$ cat config.mk
export PLATFORM = sky130hd
export DESIGN_NAME = bm_loader
export DESIGN_NICKNAME = d
export VERILOG_FILES = /design/src/rtl/bm_loader.sv
export SDC_FILE = /design/constraint.sdc
export NUM_CORES = 1
export LEC_CHECK = 0
export BUFFER_PORTS_ARGS = -buffer_cell sky130_fd_sc_hd__buf_2
export CAP_MARGIN = 20
export CELL_PAD_IN_SITES_DETAIL_PLACEMENT = 1
export CELL_PAD_IN_SITES_GLOBAL_PLACEMENT = 1
export CORE_MARGIN = 1.5
export CORE_UTILIZATION = 25
export DETAILED_ROUTE_END_ITERATION = 6
export PLACE_DENSITY_LB_ADDON = 0.1
export SETUP_SLACK_MARGIN = 0.5
export SYNTH_ARGS = -nofsm -noshare
export SYNTH_HDL_FRONTEND = slang
export SYNTH_SLANG_ARGS = --single-unit
$ cat constraint.sdc
create_clock -name clk -period 1.2 [get_ports clk]
set_clock_uncertainty 0.15 [all_clocks]
set_input_delay 0.12 -clock clk [delete_from_list [all_inputs] [get_ports clk]]
set_output_delay 0.12 -clock clk [all_outputs]
set_load 0.1 [all_outputs]
$ cat src/rtl/bm_loader.sv
// Serial-to-parallel front end for the bitonic merge network: gathers N words into a lane vector
// and emits it with a one-cycle valid pulse. Define BM_LOADER_PAD_EN to allow short frames padded to N lanes.
module bm_loader #(
    parameter int DATA_WIDTH   = 4,
    parameter int NUM_BM_CHANN = 1,
    localparam int N  = 2 ** NUM_BM_CHANN,
    localparam int VW = DATA_WIDTH * N
) (
    input  logic                  clk,
    input  logic                  rst,
    input  logic                  s_valid,
    input  logic [DATA_WIDTH-1:0] s_data,
    input  logic                  s_last,
    output logic                  s_ready,
    input  logic                  asc_in,
    output logic [0:VW-1]         c_out,
    output logic                  asc_out,
    output logic                  y_valid,
    output logic [7:0]            frame_cnt
);

`ifdef BM_LOADER_PAD_EN
    typedef enum logic [0:0] {ST_FILL, ST_PAD} state_t;
`else
    typedef enum logic [0:0] {ST_FILL} state_t;
    logic unused_s_last;
    assign unused_s_last = s_last;
`endif

    state_t                  state_q, state_d;
    logic [DATA_WIDTH-1:0]   fill_q [N];
    logic [DATA_WIDTH-1:0]   fill_d [N];
    logic [NUM_BM_CHANN-1:0] idx_q, idx_d;
    logic                    shadow_q, shadow_d;
    logic [0:VW-1]           c_q, c_d;
    logic                    asc_q, asc_d;
    logic                    yv_q, yv_d;
    logic [7:0]              cnt_q, cnt_d;
    logic                    rdy_q, rdy_d;
    logic                    emit;

    localparam logic [NUM_BM_CHANN-1:0] LAST_IDX = NUM_BM_CHANN'(N - 1);

    always_comb begin
        state_d  = state_q;
        fill_d   = fill_q;
        idx_d    = idx_q;
        shadow_d = shadow_q;
        c_d      = c_q;
        asc_d    = asc_q;
        yv_d     = 1'b0;
        cnt_d    = cnt_q;
        emit     = 1'b0;

        case (state_q)
            ST_FILL: begin
                if (s_valid && rdy_q) begin
                    fill_d[idx_q] = s_data;
                    if (idx_q == '0) begin
                        shadow_d = asc_in;
                    end
                    if (idx_q == LAST_IDX) begin
                        emit = 1'b1;
                    end else begin
                        idx_d = idx_q + 1'b1;
`ifdef BM_LOADER_PAD_EN
                        if (s_last) begin
                            state_d = ST_PAD;
                        end
`endif
                    end
                end
            end
`ifdef BM_LOADER_PAD_EN
            ST_PAD: begin
                // Pad value follows the frame direction so pads sort to the tail.
                fill_d[idx_q] = {DATA_WIDTH{shadow_q}};
                if (idx_q == LAST_IDX) begin
                    emit = 1'b1;
                end else begin
                    idx_d = idx_q + 1'b1;
                end
            end
`endif
            default: state_d = ST_FILL;
        endcase

        // Emit uses the just-written fill lanes so the vector appears one cycle after the last word.
        if (emit) begin
            for (int k = 0; k < N; k++) begin
                c_d[k*DATA_WIDTH +: DATA_WIDTH] = fill_d[k];
            end
            asc_d   = shadow_d;
            yv_d    = 1'b1;
            cnt_d   = cnt_q + 8'd1;
            idx_d   = '0;
            state_d = ST_FILL;
        end

        rdy_d = (state_d == ST_FILL);
    end

    always_ff @(posedge clk or negedge rst) begin
        if (!rst) begin
            state_q  <= ST_FILL;
            fill_q   <= '{default: '0};
            idx_q    <= '0;
            shadow_q <= 1'b0;
            c_q      <= '0;
            asc_q    <= 1'b0;
            yv_q     <= 1'b0;
            cnt_q    <= 8'd0;
            rdy_q    <= 1'b0;
        end else begin
            state_q  <= state_d;
            fill_q   <= fill_d;
            idx_q    <= idx_d;
            shadow_q <= shadow_d;
            c_q      <= c_d;
            asc_q    <= asc_d;
            yv_q     <= yv_d;
            cnt_q    <= cnt_d;
            rdy_q    <= rdy_d;
        end
    end

    assign s_ready   = rdy_q;
    assign c_out     = c_q;
    assign asc_out   = asc_q;
    assign y_valid   = yv_q;
    assign frame_cnt = cnt_q;

endmodule

==> metrics <==
crit path max fanout=6; io pins=28; n_diodes=0; final-report hold violation count=34; # placed instances=172; final WL=2600 um; Wirelength per Cell=13.7 um; CP Capture Type=register; Pleak=0.939 nW; CP Capture Point=fill_q[6]$_DFF_PN0_; post-synthesis compound-gate area fraction=0%; syn nets=98; Reg clk slew, reported paths=90 ps; synth cell count leaders=nand2_1, dfrtp_1, mux2_4; startpoint class of the critical path=register; mux contribution to synthesized area=7.54%; largest net degree at the start of global routing=26; IO buf count=26; Crit path arrival time=1410 ps; adder-cell area share of the yosys netlist=1.26%; Fmax=717 MHz; Starting Density=26.6%; Hold Path Class=in -> async; flops & latches, synth=25; area of placed instances=1620 sq um; Inserted Clock Buffers=3; count leader, synth=nand2_1; maximum vdd drop=0.00117 V; drt drc=0; Std-Cell Rows=22; clock latency on the worst-skew pair=270 ps; synthesized area=996 sq um; worst reg2reg path depth=4; Vias=815; pwr dens=2530 nW/um^2; Slew Viols, Final=0; Detail Placement HPWL=1750 um; Util after Layout=51.8%; sequential share of the synthesized area=62.8%; layout cell share with drive strength beyond 1=74.5%; Die Y=66.1 um; ys async rst share=100%; Die Span X=66.1 um; core area=3740 sq um; vias in the first global route=928; final period utilization=116%; Root Driver=clkbuf_8; Crit. Startpoint=s_ready$_DFF_PN0_; minimum clock period=1390 ps; H-tree Lvls=1; Synth Area in XOR/XNOR=6.16%; final setup margin=-195 ps; syn avg cell area=11.3 sq um; status=finished, violations left; violated checks=hold timing, setup timing; Iteration-0 DRC Markers=13; GRT overflow=0; overall die area=4370 sq um; Finished Layout Cells=189; post-route cell area=1940 sq um; fill count=401; WS Path Type=reg -> reg; Reg2Reg Setup Slack=-190 ps; worst reg2reg endpoint=fill_q[6]$_DFF_PN0_; CTS max path bufs=2; Sink Count=25; Synth area leader=dfrtp_1; routability congestion estimate=0.749; Post-synth EDFFs=0; Nets=152; Area Overhead vs Synth=94.7%; Pre-Repair DR Iteration Count=3; simple-gate share of the synthesized area=19.2%; CTS tree=yes; final setup violation count=41; Critical Path RT=1210 ps; Mapped Cells=88; Netlist cell types=18; initial antenna violation count=0; RR Startpoint=s_ready$_DFF_PN0_; post-synth top area share=62.8%; RSZ-0062 raised after global routing=true; largest family of logic cells by synthesized area=simple AND/OR/NAND/NOR gates; Total GRT Usage=13.7%; Vias/cell=4.31; first-pass GRT wire length=4490 um; Ys Warns=0; Hold Worst Slack=-322 ps; Max-Cap Viols=0; Final ANT Viol Nets=0; top_reg_cell synth=dfrtp_1; Synth area leaders=dfrtp_1, nand2_1, mux2_4
## where the power goes
| group | internal (W) | switching (W) | total (W) |
|---|---|---|---|
| sequential | 0.00120 | 0.000265 | 0.00146 |
| combinational | 0.00115 | 0.00178 | 0.00294 |
| clock | 0.000233 | 0.000275 | 0.000507 |
## critical path, cell delays in order (launching register included)
cell and delay (ps):
dfrtp_4 440, nand2_2 50, or2_1 220, buf_6 140, mux2_4 290
## metal layers
metal	wire, um	up-vias	global-route usage, %
met5	0	-	0
met4	45	0	4.59
met2	1370	19	23.6
met3	108	5	3.07
met1	1070	410	16.7
li1	-	381	-
## final cells by class
class | count | area [sq um] | share of cell area (%)
Clock buffer | 3 | 41.3 | 2.13
Clock inverter | 1 | 5.00 | 0.258
Inverter | 1 | 8.76 | 0.452
Multi-Input combinational cell | 59 | 459 | 23.7
Sequential cell | 25 | 697 | 35.9
Tap cell | 48 | 60.1 | 3.10
Timing Repair Buffer | 52 | 668 | 34.5
## registers in the layout (all words and copies together), names as in the netlist
name,flops
c_out,8
frame_cnt,8
fill_q,4
asc_out,1
idx_q,1
s_ready,1
shadow_q,1
y_valid,1
## cells by family (layout without fill, tap and decap cells)
group	count (synthesis)	in the layout
fa+ha+maj	1	1
flops	25	25
other cells	1	1
buf+inv	4	57
mux	5	5
simple gates	45	45
xor+xnor	7	7
## how the worst min path moves through the flow
| stage | slack, ps | startpoint | cells past startpoint | to |
|---|---|---|---|---|
| 3_3_place_gp | -20 | rst | 2 | frame_cnt[7]$_DFFE_PN0P_ |
| 6_report | -320 | rst | 2 | frame_cnt[2]$_DFFE_PN0P_ |
| 3_5_place_dp | -20 | rst | 2 | frame_cnt[2]$_DFFE_PN0P_ |
| 5_1_grt | -300 | rst | 2 | frame_cnt[2]$_DFFE_PN0P_ |
| 4_1_cts | -320 | rst | 2 | frame_cnt[4]$_DFFE_PN0P_ |
| 2_1_floorplan | -330 | rst | 0 | fill_q[4]$_DFF_PN0_ |
## through the flow
step / setup WS [ps] / setup TNS [ps] / power [W]
floorplan: -388 / -6330 / 0.00301
global placement: -175 / -1120 / 0.00408
detailed placement: -216 / -1820 / 0.00412
CTS: -185 / -3220 / 0.00478
global route: -237 / -4810 / 0.00511
finish: -195 / -3190 / 0.00491
## timing repair
| action | 4_1_cts | 5_1_grt |
|---|---|---|
| buffers inserted | 9 | 4 |
| gates resized for setup | 19 | 25 |
| endpoints found under the hold margin | 34 | 34 |
| pin swaps | 5 | 14 |
| setup endpoints to repair | 43 | 43 |
## cells in the final DEF (no fill, tap or decap), types with 5 or more instances in the layout
master,n
dfrtp_1,6
nand2_2,14
buf_12,20
buf_2,7
buf_6,10
nand2_1,18
mux2_4,5
buf_4,14
dfrtp_4,19
No activity file was read; power rests on OpenSTA's default activity.
